`src/rtl/serial_fifo_port_pkg.sv`:
```
// Shared definitions for the buffered serial port: register map,
// STATUS/CTRL bit positions and the value returned by an empty DATA read.
package serial_fifo_port_pkg;

   // Word offsets inside the three-register window
   typedef enum logic [1:0] {
      REG_DATA   = 2'd0,
      REG_STATUS = 2'd1,
      REG_CTRL   = 2'd2
   } reg_sel_e;

   localparam logic [31:0] WINDOW_WORDS = 32'd3;

   // STATUS read layout
   localparam int ST_RX_NONEMPTY = 0;
   localparam int ST_TX_FULL     = 1;
   localparam int ST_TX_EMPTY    = 2;
   localparam int ST_TX_DROP     = 3;
   localparam int ST_RX_COUNT    = 8;
   localparam int ST_TX_COUNT    = 16;

   // CTRL write layout
   localparam int CTRL_FLUSH_TX = 0;
   localparam int CTRL_FLUSH_RX = 1;

   // Returned by a DATA read while the RX FIFO is empty
   localparam logic [31:0] EMPTY_READ = 32'hFFFF_FFFF;

endpackage

```
`src/rtl/sync_fifo.sv`:
```
// Small synchronous FIFO with occupancy counter. The head entry is visible
// combinationally on pop_data. A push into a full FIFO is accepted when a
// pop happens in the same cycle; flush overrides any push or pop.
module sync_fifo #(
   parameter int WIDTH = 8,
   parameter int DEPTH = 4
) (
   input  logic                   clk,
   input  logic                   reset,
   input  logic                   push,
   input  logic [WIDTH-1:0]       push_data,
   input  logic                   pop,
   input  logic                   flush,
   output logic [WIDTH-1:0]       pop_data,
   output logic                   full,
   output logic                   empty,
   output logic [$clog2(DEPTH):0] count
);

   localparam int AW = $clog2(DEPTH);
   localparam logic [AW-1:0] PTR_ONE = AW'(1);
   localparam logic [AW:0]   CNT_ONE = (AW + 1)'(1);
   localparam logic [AW:0]   CNT_MAX = (AW + 1)'(DEPTH);

   logic [WIDTH-1:0] mem_q [DEPTH];
   logic [WIDTH-1:0] mem_d [DEPTH];
   logic [AW-1:0]    wr_ptr_q, wr_ptr_d;
   logic [AW-1:0]    rd_ptr_q, rd_ptr_d;
   logic [AW:0]      count_q, count_d;
   logic             do_push, do_pop;

   assign empty    = (count_q == '0);
   assign full     = (count_q == CNT_MAX);
   assign count    = count_q;
   assign pop_data = mem_q[rd_ptr_q];

   // Pops only take effect on real data; a pop frees the slot a full push needs
   assign do_pop  = pop && !empty;
   assign do_push = push && (!full || do_pop);

   // Next-state for storage, pointers and occupancy
   always_comb begin
      mem_d    = mem_q;
      wr_ptr_d = wr_ptr_q;
      rd_ptr_d = rd_ptr_q;
      count_d  = count_q;
      if (flush) begin
         wr_ptr_d = '0;
         rd_ptr_d = '0;
         count_d  = '0;
      end else begin
         if (do_push) begin
            mem_d[wr_ptr_q] = push_data;
            wr_ptr_d        = wr_ptr_q + PTR_ONE;
         end
         if (do_pop) begin
            rd_ptr_d = rd_ptr_q + PTR_ONE;
         end
         case ({do_push, do_pop})
            2'b10:   count_d = count_q + CNT_ONE;
            2'b01:   count_d = count_q - CNT_ONE;
            default: count_d = count_q;
         endcase
      end
   end

   // State registers; storage contents need no reset since count gates them
   always_ff @(posedge clk) begin
      mem_q <= mem_d;
      if (reset) begin
         wr_ptr_q <= '0;
         rd_ptr_q <= '0;
         count_q  <= '0;
      end else begin
         wr_ptr_q <= wr_ptr_d;
         rd_ptr_q <= rd_ptr_d;
         count_q  <= count_d;
      end
   end

endmodule

```
`src/rtl/serial_fifo_port.sv`:
```
// Memory-mapped serial port with independent TX and RX FIFOs. Decodes a
// three-word window at BASE: DATA (push TX / pop RX), STATUS, CTRL (flush).
module serial_fifo_port
   import serial_fifo_port_pkg::*;
#(
   parameter logic [31:0] BASE  = 32'd32,
   parameter int          WIDTH = 8,
   parameter int          DEPTH = 4
) (
   input  logic             clk,
   input  logic             reset,
   input  logic             enable,
   input  logic             rw,
   input  logic [31:0]      addr,
   input  logic [31:0]      wdata,
   output logic [31:0]      rdata,
   output logic             rdata_valid,
   output logic [WIDTH-1:0] tx_data,
   output logic             tx_valid,
   input  logic             tx_ready,
   input  logic [WIDTH-1:0] rx_data,
   input  logic             rx_valid,
   output logic             rx_ready
);

   localparam int CW = $clog2(DEPTH) + 1;

   // Bus decode
   logic [31:0] offset;
   logic        in_range;
   reg_sel_e    reg_sel;
   logic        data_wr, data_rd, status_wr, status_rd, ctrl_wr;

   // FIFO hookup
   logic             tx_push, tx_pop, tx_flush, tx_full, tx_empty;
   logic [CW-1:0]    tx_count;
   logic             rx_push, rx_pop, rx_flush, rx_full, rx_empty;
   logic [CW-1:0]    rx_count;
   logic [WIDTH-1:0] rx_head;

   // Registered state
   logic [31:0] rdata_q, rdata_d;
   logic        rdata_valid_q, rdata_valid_d;
   logic        tx_drop_q, tx_drop_d;
   logic [31:0] status_word;

   // Only the low WIDTH bits and a few control bits of wdata are meaningful
   logic unused_wdata;
   assign unused_wdata = ^wdata;

   // Wrapping subtraction makes addresses below BASE land far outside the window
   assign offset    = addr - BASE;
   assign in_range  = enable && (offset < WINDOW_WORDS);
   assign reg_sel   = reg_sel_e'(offset[1:0]);
   assign data_wr   = in_range &&  rw && (reg_sel == REG_DATA);
   assign data_rd   = in_range && !rw && (reg_sel == REG_DATA);
   assign status_wr = in_range &&  rw && (reg_sel == REG_STATUS);
   assign status_rd = in_range && !rw && (reg_sel == REG_STATUS);
   assign ctrl_wr   = in_range &&  rw && (reg_sel == REG_CTRL);

   assign tx_push  = data_wr;
   assign tx_pop   = tx_ready && !tx_empty;
   assign tx_flush = ctrl_wr && wdata[CTRL_FLUSH_TX];
   assign rx_push  = rx_valid && !rx_full;
   assign rx_pop   = data_rd && !rx_empty;
   assign rx_flush = ctrl_wr && wdata[CTRL_FLUSH_RX];

   assign tx_valid    = !tx_empty;
   assign rx_ready    = !rx_full;
   assign rdata       = rdata_q;
   assign rdata_valid = rdata_valid_q;

   sync_fifo #(.WIDTH(WIDTH), .DEPTH(DEPTH)) u_tx_fifo (
      .clk       (clk),
      .reset     (reset),
      .push      (tx_push),
      .push_data (wdata[WIDTH-1:0]),
      .pop       (tx_pop),
      .flush     (tx_flush),
      .pop_data  (tx_data),
      .full      (tx_full),
      .empty     (tx_empty),
      .count     (tx_count)
   );

   sync_fifo #(.WIDTH(WIDTH), .DEPTH(DEPTH)) u_rx_fifo (
      .clk       (clk),
      .reset     (reset),
      .push      (rx_push),
      .push_data (rx_data),
      .pop       (rx_pop),
      .flush     (rx_flush),
      .pop_data  (rx_head),
      .full      (rx_full),
      .empty     (rx_empty),
      .count     (rx_count)
   );

   // STATUS word assembled from the current (pre-access) FIFO state
   always_comb begin
      status_word                        = '0;
      status_word[ST_RX_NONEMPTY]        = !rx_empty;
      status_word[ST_TX_FULL]            = tx_full;
      status_word[ST_TX_EMPTY]           = tx_empty;
      status_word[ST_TX_DROP]            = tx_drop_q;
      status_word[ST_RX_COUNT +: CW]     = rx_count;
      status_word[ST_TX_COUNT +: CW]     = tx_count;
   end

   // Read data mux, read strobe and the sticky drop flag
   always_comb begin
      rdata_d       = rdata_q;
      rdata_valid_d = data_rd || status_rd || (in_range && !rw && reg_sel == REG_CTRL);
      tx_drop_d     = tx_drop_q;
      if (data_rd) begin
         if (rx_empty) begin
            rdata_d = EMPTY_READ;
         end else begin
            rdata_d              = '0;
            rdata_d[WIDTH-1:0]   = rx_head;
         end
      end else if (status_rd) begin
         rdata_d = status_word;
      end else if (rdata_valid_d) begin
         rdata_d = '0;
      end
      // A push only drops when full and the sink is not freeing a slot
      if (data_wr && tx_full && !tx_pop) begin
         tx_drop_d = 1'b1;
      end
      if (status_wr && wdata[ST_TX_DROP]) begin
         tx_drop_d = 1'b0;
      end
   end

   // Bus-side registers
   always_ff @(posedge clk) begin
      if (reset) begin
         rdata_q       <= '0;
         rdata_valid_q <= 1'b0;
         tx_drop_q     <= 1'b0;
      end else begin
         rdata_q       <= rdata_d;
         rdata_valid_q <= rdata_valid_d;
         tx_drop_q     <= tx_drop_d;
      end
   end

endmodule

```
`config.mk`:
```
export PLATFORM = sky130hd
export DESIGN_NAME = serial_fifo_port
export DESIGN_NICKNAME = d
export VERILOG_FILES = /design/src/rtl/serial_fifo_port_pkg.sv /design/src/rtl/sync_fifo.sv /design/src/rtl/serial_fifo_port.sv
export SDC_FILE = /design/constraint.sdc
export NUM_CORES = 1
export LEC_CHECK = 0
export CAP_MARGIN = 25
export CORE_MARGIN = 2
export CORE_UTILIZATION = 40
export DETAILED_ROUTE_END_ITERATION = 7
export MAX_ROUTING_LAYER = met4
export PLACE_DENSITY = 0.67
export SKIP_LAST_GASP = 1
export SLEW_MARGIN = 0
export SYNTH_ARGS = -nofsm -noshare
export SYNTH_HDL_FRONTEND = slang
export SYNTH_SLANG_ARGS = --single-unit
```
`constraint.sdc`:
```
create_clock -name clk -period 6.66 [get_ports clk]
set_clock_uncertainty 0.2 [all_clocks]
set_input_delay 0.666 -clock clk [delete_from_list [all_inputs] [get_ports clk]]
set_output_delay 0.666 -clock clk [all_outputs]
set_load 0.02 [all_outputs]
```
==> Word-level counts from Yosys, hierarchy flattened <==
Index checks and enable logic that the tools add are counted.
{ "word_totals": {"register_bits": 112, "input_bits": 78, "out_inout_bits": 43, "wordCells": 109} }
{ "op_classes": {"n_addsub": 9, "magnitude_cmp": 7, "n_eq_ne": 8, "n_mux": 18, "n_bitwise": 6, "reduce_logical": 44} }
{ "ops": {"columns": ["operator", "count"], "rows": [
  ["two-way mux 32 bit", 4],
  ["bitwise mux 32 bit", 2],
  ["two-way mux 8 bit", 6],
  ["binary-select mux 8 bit (select 2 bit)", 2],
  ["demux 8 bit (select 2 bit)", 2],
  ["< comparator 32 x 2 -> 1 bit (second input constant)", 1],
  ["subtractor 32 x 6 -> 32 bit (second input constant)", 1],
  ["logical AND 1 bit", 23],
  [">= comparator 3 bit (second input constant)", 4],
  ["inverter 2 -> 3 bit", 4],
  ["case mux 3 bit (2 select lines)", 2],
  ["adder 2 x 1 -> 2 bit (second input constant)", 4],
  ["adder 3 x 1 -> 3 bit (second input constant)", 2],
  ["equality test 2 x 1 -> 1 bit (second input constant)", 3],
  ["equality test 2 bit (second input constant)", 3],
  ["equality test 3 bit (second input constant)", 2],
  ["logical NOT 1 bit", 6],
  ["logical NOT 3 bit", 2],
  ["< comparator 3 x 1 -> 1 bit (second input constant)", 2],
  ["OR reduction 2 bit", 3],
  ["subtractor 3 x 1 -> 3 bit (second input constant)", 2],
  ["logical OR 1 bit", 4],
  ["AND reduction 2 bit", 2],
  ["nonzero test 2 bit", 2],
  ["3 further kinds", 4]
]} }

==> Logic depth before layout (Yosys ltp) <==
Gate-level depths: netlist of the first run.
{ "logic_depth": {"depth_word": 11, "ltp_mapped": 16, "mapped_depth_nobuf": 14} }

==> Modules after synthesis <==
A second synthesis of the first run with hierarchy kept.
{ "unflattened": {"cells_unflattened": 379, "area_unflattened_um2": 4747.1} }
{ "modules_own_cells": {"columns": ["mod", "instances", "cells_per_inst", "area_per_inst_um2", "seq_area_each_um2"], "rows": [
  ["sync_fifo", 2, 93, 1609.0, 1101.1],
  ["serial_fifo_port", 1, 193, 1529.0, 340.3]
]} }

==> Least setup slack after synthesis of the first run <==
No wires, ideal clock.
{ "synth_timing": {"path_kind": "input to register", "start": "in addr[5]", "end": "reg u_rx_fifo.count_q[2], in the netlist u_rx_fifo.count[2]", "setup_ns": 0.120, "arrival_time_ns": 3.639, "t_required_ns": 6.340, "path_slack_ns": 2.701, "cell_stages": 15, "n_path_buf": 1, "cell_sequence": "inv_1 > ha_1 > or4b_1 > buf_2 > or3b_1 > a21oi_2 > o22ai_2 > nor4b_1 > ha_1 > inv_1 > fa_1 > xor2_1 > nor2_1 > xnor2_1 > nor2_1"} }
{ "synth_between": {"elab_chain_cells": 11, "elab_cells_between_ends": 17, "cone_classes": "add/sub (1); order compare (1); eq/ne (2); mux (1); reduce/logical (12)"} }
{ "synth_rtl": {"columns": ["item", "line", "rtl"], "rows": [
  ["from (decl)", "serial_fifo_port.sv:14", "input logic [31:0] addr,"],
  ["subtractor 32 x 6 -> 32 bit (*)", "serial_fifo_port.sv:52", "assign offset = addr - BASE;"],
  ["< comparator 32 x 2 -> 1 bit (*)", "serial_fifo_port.sv:53", "assign in_range = enable && (offset < WINDOW_WORDS);"],
  ["logical AND 1 bit (*)", "serial_fifo_port.sv:53", null],
  ["logical AND 1 bit (*) (2 in series)", "serial_fifo_port.sv:56", "assign data_rd = in_range && !rw && (reg_sel == REG_DATA);"],
  ["logical AND 1 bit (*)", "serial_fifo_port.sv:65", "assign rx_pop = data_rd && !rx_empty;"],
  ["logical AND 1 bit (*)", "sync_fifo.sv:38", "assign do_pop = pop && !empty;"],
  ["net u_rx_fifo.do_pop", "sync_fifo.sv:30", "logic do_push, do_pop;"],
  ["logical OR 1 bit", "sync_fifo.sv:39", "assign do_push = push && (!full || do_pop);"],
  ["logical AND 1 bit", "sync_fifo.sv:39", null],
  ["equality test 2 x 1 -> 1 bit / equality test 2 bit (equally long branches)", "sync_fifo.sv:59", "case ({do_push, do_pop})"],
  ["case mux 3 bit (2 select lines) / nonzero test 2 bit (equally long branches)", null, null],
  ["to (signal assigned)", "sync_fifo.sv:77", "count_q <= count_d;"],
  ["to (decl)", "sync_fifo.sv:29", "logic [AW:0] count_q, count_d;"]
]} }
The timed path passes the listed nets; every way through them passes the cells marked *.
A chain may end at the register's enable or synchronous reset.

==> Worst setup path after layout of the first run <==
Ends and elaborated chain as after synthesis.

==> results of run 1 <==
-- per-layer routing --
layer / track usage / vias to the layer above
met5: - / -
met3: 0.0335 / 10
met4: 0.0491 / 0
met1: 0.202 / 1505
li1: - / 1538
met2: 0.289 / 52
-- worst max-delay path: stages --
cell	delay, ps
clkdlybuf4s50_1	450
inv_1	90
ha_1	240
or4b_1	560
o21a_1	230
a211oi_1	370
o2111ai_1	210
nor4b_1	500
ha_1	280
inv_1	60
fa_1	370
xor2_1	150
nor2_1	110
xnor2_1	130
nor2_1	50
-- final timing paths --
check | depth (start not counted) | slack (ps) | from | end
max reg2reg | 11 | 3910 | u_rx_fifo.count[2]$_SDFFE_PP0P_ | u_rx_fifo.count[2]$_SDFFE_PP0P_
min | 2 | 250 | rdata[6]$_SDFFE_PP0P_ | rdata[6]$_SDFFE_PP0P_
max | 15 | 2230 | addr[5] | u_rx_fifo.count[2]$_SDFFE_PP0P_
min reg2reg | 2 | 250 | rdata[6]$_SDFFE_PP0P_ | rdata[6]$_SDFFE_PP0P_
-- through the flow --
stage | hold WS [ps] | total power [mW] | instance area (sq um) | instances
finish | 254 | 1.25 | 5780 | 597
global route | 274 | 1.30 | 5780 | 597
CTS | 258 | 1.27 | 5780 | 597
detailed placement | 248 | 0.757 | 5480 | 581
global placement | 244 | 0.754 | 5480 | 581
floorplan | 265 | 0.702 | 4520 | 375
-- logic make-up (layout without fill, tap and decap cells) --
| logic type | Yosys count | in the layout |
|---|---|---|
| simple gates | 136 | 136 |
| flops | 95 | 95 |
| compound gates | 50 | 50 |
| buf+inv | 47 | 129 |
| mux | 22 | 22 |
| fa+ha+maj | 13 | 13 |
| xor+xnor | 12 | 12 |
-- area by class of cell --
class,instances,area [sq um],share of cell area
Timing Repair Buffer,97,968,0.168
Tap cell,140,175,0.0303
Inverter,16,60.1,0.0104
Clock inverter,7,75.1,0.0130
Sequential cell,95,2540,0.440
Multi-Input combinational cell,233,1730,0.300
Clock buffer,9,225,0.0390
-- report_power, final --
part           internal, mW  total (mW)  switching, mW  leakage [nW]
combinational        0.0488      0.0983         0.0495         0.880
clock                 0.266       0.507          0.241         0.145
sequential            0.640       0.645        0.00429         0.832
total                 0.955        1.25          0.294          1.86
-- cell usage in the layout, fill, tap and decap left out, drive strengths merged, types with 4 or more instances in the layout --
master	count
nand2b	4
ha	11
nand3	14
nor3	10
xnor2	7
nor4	11
edfxtp	64
mux4	16
and2	5
mux2i	6
o21ai	6
nor2	43
clkbuf	9
inv	20
a21oi	18
nand2	28
o211ai	4
xor2	5
clkdlybuf4s50	96
dfxtp	31
-- state kept, by name (all words and copies together), names as in the netlist --
name,count
tx_drop_q,1
rdata_valid,1
u_tx_fifo.rd_ptr_q,2
rdata,15
u_tx_fifo.wr_ptr_q,2
u_tx_fifo.mem_q,32
u_rx_fifo.count,3
u_rx_fifo.mem_q,32
u_tx_fifo.count,3
u_rx_fifo.wr_ptr_q,2
u_rx_fifo.rd_ptr_q,2
==> run metrics, run 1 <==
Post-CTS Resized=0; clk slew on worst S/H paths=70 ps; Die Area=0.0122 sq mm; clk_lat worst skew=340 ps; RSZ-0062 raised after global routing=false; FFs w/ async S/R, synth=0; crit path time final=4430 ps; syn avg cell area=12.1 sq um; CP arrival=4460 ps; Place WS=1910 ps; wl on met1=4110 um; num ports=121; wire length on met3=273 um; Leak Pwr=1.86 nW; pwr/cell area=216 mW/mm^2; vias in the first global route=3042; Post-synth EDFFs=64; DPL Wire Length=6970 um; post-synthesis xor/xnor area fraction=0.0232; clock root cell=clkbuf_16; Max Used Layer=met4; sequential area share after synthesis=0.562; ratio of cells with drive above 1 in the final layout=0.0810; Routed WL=9370 um; GP Congestion=0.858; Layout Utilization=0.529; hold_buf cts=0; post-synth top area cell=edfxtp_1; crit path capture type=flop; Critical Path RT=6690 ps; Fmax=0.226 GHz; Max Cap Violations=0; CTS buffer count=9; Area contributors post-synth=edfxtp_1, dfxtp_1, mux4_2, nor2_1, ha_1; largest family of logic cells by synthesized area=simple AND/OR/NAND/NOR gates; largest net degree at the start of global routing=21; Port Buffers=96; Worst Setup Path Type=in2reg; Final #Nets=543; Post-Synth Simple-Gate Area=0.152; DR DRC count=0; core area=0.0109 sq mm; Die W=110 um; n_diodes=0; Max rail drop VDD=0.000141 V; initial core utilization=0.414; measured slew at the worst slew-check pin=999 ps; antenna violations before repair=0; crit-path max FO=6; synth cell count leaders=edfxtp_1, nor2_1, dfxtp_1; Slew Viols, Final=0; clock sink count=95; # setup viols final=0; mux share of post-synthesis cell area=0.0929; Mapped Area=0.00452 sq mm; Final Hold Fails=0; CTS HTree Levels=3; gr usage total=0.168; synth warn=0; GR Overflow Total=0; drt via density=5.20; synthesis-to-layout area growth=27.8%; Distinct cells, synth=51; Fillers=933; setup TNS=0 ps; Synth Area in Compound Gates=0.0763; Yosys reg bits=95; Hold Path Class=reg2reg; post-route ant nets=0; most numerous cell in the Yosys netlist=edfxtp_1; DRT Pass-1 Iters=5; Std-Cell Rows=38; count of buffers added by post-CTS timing repair for setup=0; status=finished clean; final worst-path cycle share=0.665; WL per Instance=15.7 um; Cells after Synth=375; Synth Net Count=466; CTS tree=yes; Max Buffers Root-to-Sink=2; critical path launch point type=input port; DIE HEIGHT=110 um; first-pass GRT wire length=15100 um; fin worst setup slack=2230 ps; relative max-transition margin=0.329; WL met2=4870 um; Top FF cell, synth=edfxtp_1; adder-cell area share of the yosys netlist=0.0393; Yosys top cell area share=0.425; vias=3105; drt initial violations=142
(Power assumes the default switching activity.)
==> run 2, diff against run 1 <==
--- a/config.mk
+++ b/config.mk
@@ -10,7 +10,7 @@
 export CORE_UTILIZATION = 40
 export DETAILED_ROUTE_END_ITERATION = 7
 export MAX_ROUTING_LAYER = met4
-export PLACE_DENSITY = 0.67
+export PLACE_DENSITY = 0.7
 export SKIP_LAST_GASP = 1
 export SLEW_MARGIN = 0
 export SYNTH_ARGS = -nofsm -noshare
==> constraint.sdc (replaced) <==
create_clock -name clk -period 4 [get_ports clk]
set_clock_uncertainty 0.2 [all_clocks]
set_input_delay 0.4 -clock clk [delete_from_list [all_inputs] [get_ports clk]]
set_output_delay 0.4 -clock clk [all_outputs]
set_load 0.02 [all_outputs]
==> run metrics, run 2 (synthesis results as in run 1) <==
first-pass GRT wire length=15400 um; critical path launch point type=input port; DIE HEIGHT=110 um; most common cell after layout, fill and taps aside=clkdlybuf4s50_1; Place WS=-172 ps; R2R depth=12; Final #Nets=577; r2r startpoint=u_tx_fifo.count[0]$_SDFFE_PP0P_; Hold Path Class=reg2reg; final worst-path cycle share=0.938; Hold Path Sink=rdata[4]$_SDFFE_PP0P_; Routed WL=9630 um; Layout Utilization=0.555; vias in the first global route=3137; setup TNS=0 ps; hold depth=2; largest net degree at the start of global routing=21; crit-path max FO=4; clock sink count=95; Post-CTS Resized=0; Final Hold Fails=0; core area=0.0109 sq mm; hold_buf cts=0; initial core utilization=0.414; Die W=110 um; clk_lat worst skew=340 ps; DRT Pass-1 Iters=4; GR Overflow Total=0; antenna violations before repair=0; placed instance area=0.00574 sq mm; DR DRC count=0; Max Cap Violations=0; Worst Setup Path Type=in2reg; RSZ-0062 raised after global routing=false; crit path time final=3750 ps; gr usage total=0.172; status=finished clean; CTS buffer count=9; GP Congestion=0.862; vias=3229; clock root cell=clkbuf_16; Max Buffers Root-to-Sink=2; CTS tree=yes; drt via density=5.12; num ports=121; Max rail drop VDD=0.000242 V; Final Cell Area=0.00607 sq mm; Port Buffers=96; Worst Hold Launch=rdata[4]$_SDFFE_PP0P_; Std-Cell Rows=38; pwr/cell area=346 mW/mm^2; Reg2Reg Capture Point=u_tx_fifo.count[2]$_SDFFE_PP0P_; Die Area=0.0122 sq mm; Fmax=0.267 GHz; CP arrival=3780 ps; DPL Wire Length=7350 um; Critical Path RT=4020 ps; Pwr Total=2.10 mW; WL per Instance=15.3 um; ratio of cells with drive above 1 in the final layout=0.157; n_diodes=0; post-route ant nets=0; # setup viols final=0; drt initial violations=134; count of buffers added by post-CTS timing repair for setup=0; Leak Pwr=2.04 nW; clk slew on worst S/H paths=70 ps; crit path capture type=flop; CTS HTree Levels=3; relative max-transition margin=0.505; measured slew at the worst slew-check pin=740 ps; Slew Viols, Final=0; synthesis-to-layout area growth=34.2%; most frequent cells in the layout=clkdlybuf4s50_1, edfxtp_1, nor2_1; flop-to-flop setup slack=1430 ps; fin worst setup slack=248 ps
## run 2: layout make-up
type	instances	area, sq um
fillers	923	4870
flip-flops and latches	95	2540
multi-input cells	233	1770
repair buffers	131	1220
clock buffers	9	225
well taps	140	175
clock inverters	7	76.3
inverters	16	60.1
## run 2: critical path: stages
cell             delay, ps
clkdlybuf4s50_1        420
inv_1                   90
ha_1                   170
or4b_4                 480
buf_4                  160
o31a_1                 260
nor3_2                 130
o2111ai_2              150
nor4b_2                320
buf_4                  160
ha_1                   160
inv_1                   50
fa_1                   370
xor2_1                 160
nor2_1                 120
xnor2_1                130
nor2_1                  50
## run 2: power breakdown
group          switching (mW)  total (mW)  leakage [nW]  internal, mW
Sequential            0.00676        1.07         0.832          1.07
Combinational          0.0874       0.183          1.06        0.0960
Clock                   0.401       0.844         0.148         0.443
## run 2: worst max-delay path by stage
stage / from / end / cells past startpoint
floorplan: addr[5] / u_rx_fifo.count[2]$_SDFFE_PP0P_ / 15
global placement: addr[5] / u_rx_fifo.count[2]$_SDFFE_PP0P_ / 16
detailed placement: addr[6] / u_rx_fifo.count[2]$_SDFFE_PP0P_ / 16
CTS: addr[6] / u_rx_fifo.count[2]$_SDFFE_PP0P_ / 16
global route: addr[6] / u_rx_fifo.count[2]$_SDFFE_PP0P_ / 17
finish: addr[6] / u_rx_fifo.count[2]$_SDFFE_PP0P_ / 17
## run 2: stage by stage
stage / std cells / hold slack [ps]
floorplan: 375 / 265
global placement: 615 / 243
detailed placement: 615 / 247
CTS: 631 / 258
global route: 631 / 291
finish: 631 / 259
## run 2: layer usage
layer	share of wire	vias to the layer above	track usage
li1	-	1600	-
met1	0.43	1554	0.202
met2	0.52	59	0.298
met3	0.036	16	0.0376
met4	0.014	0	0.0464
met5	0	-	-
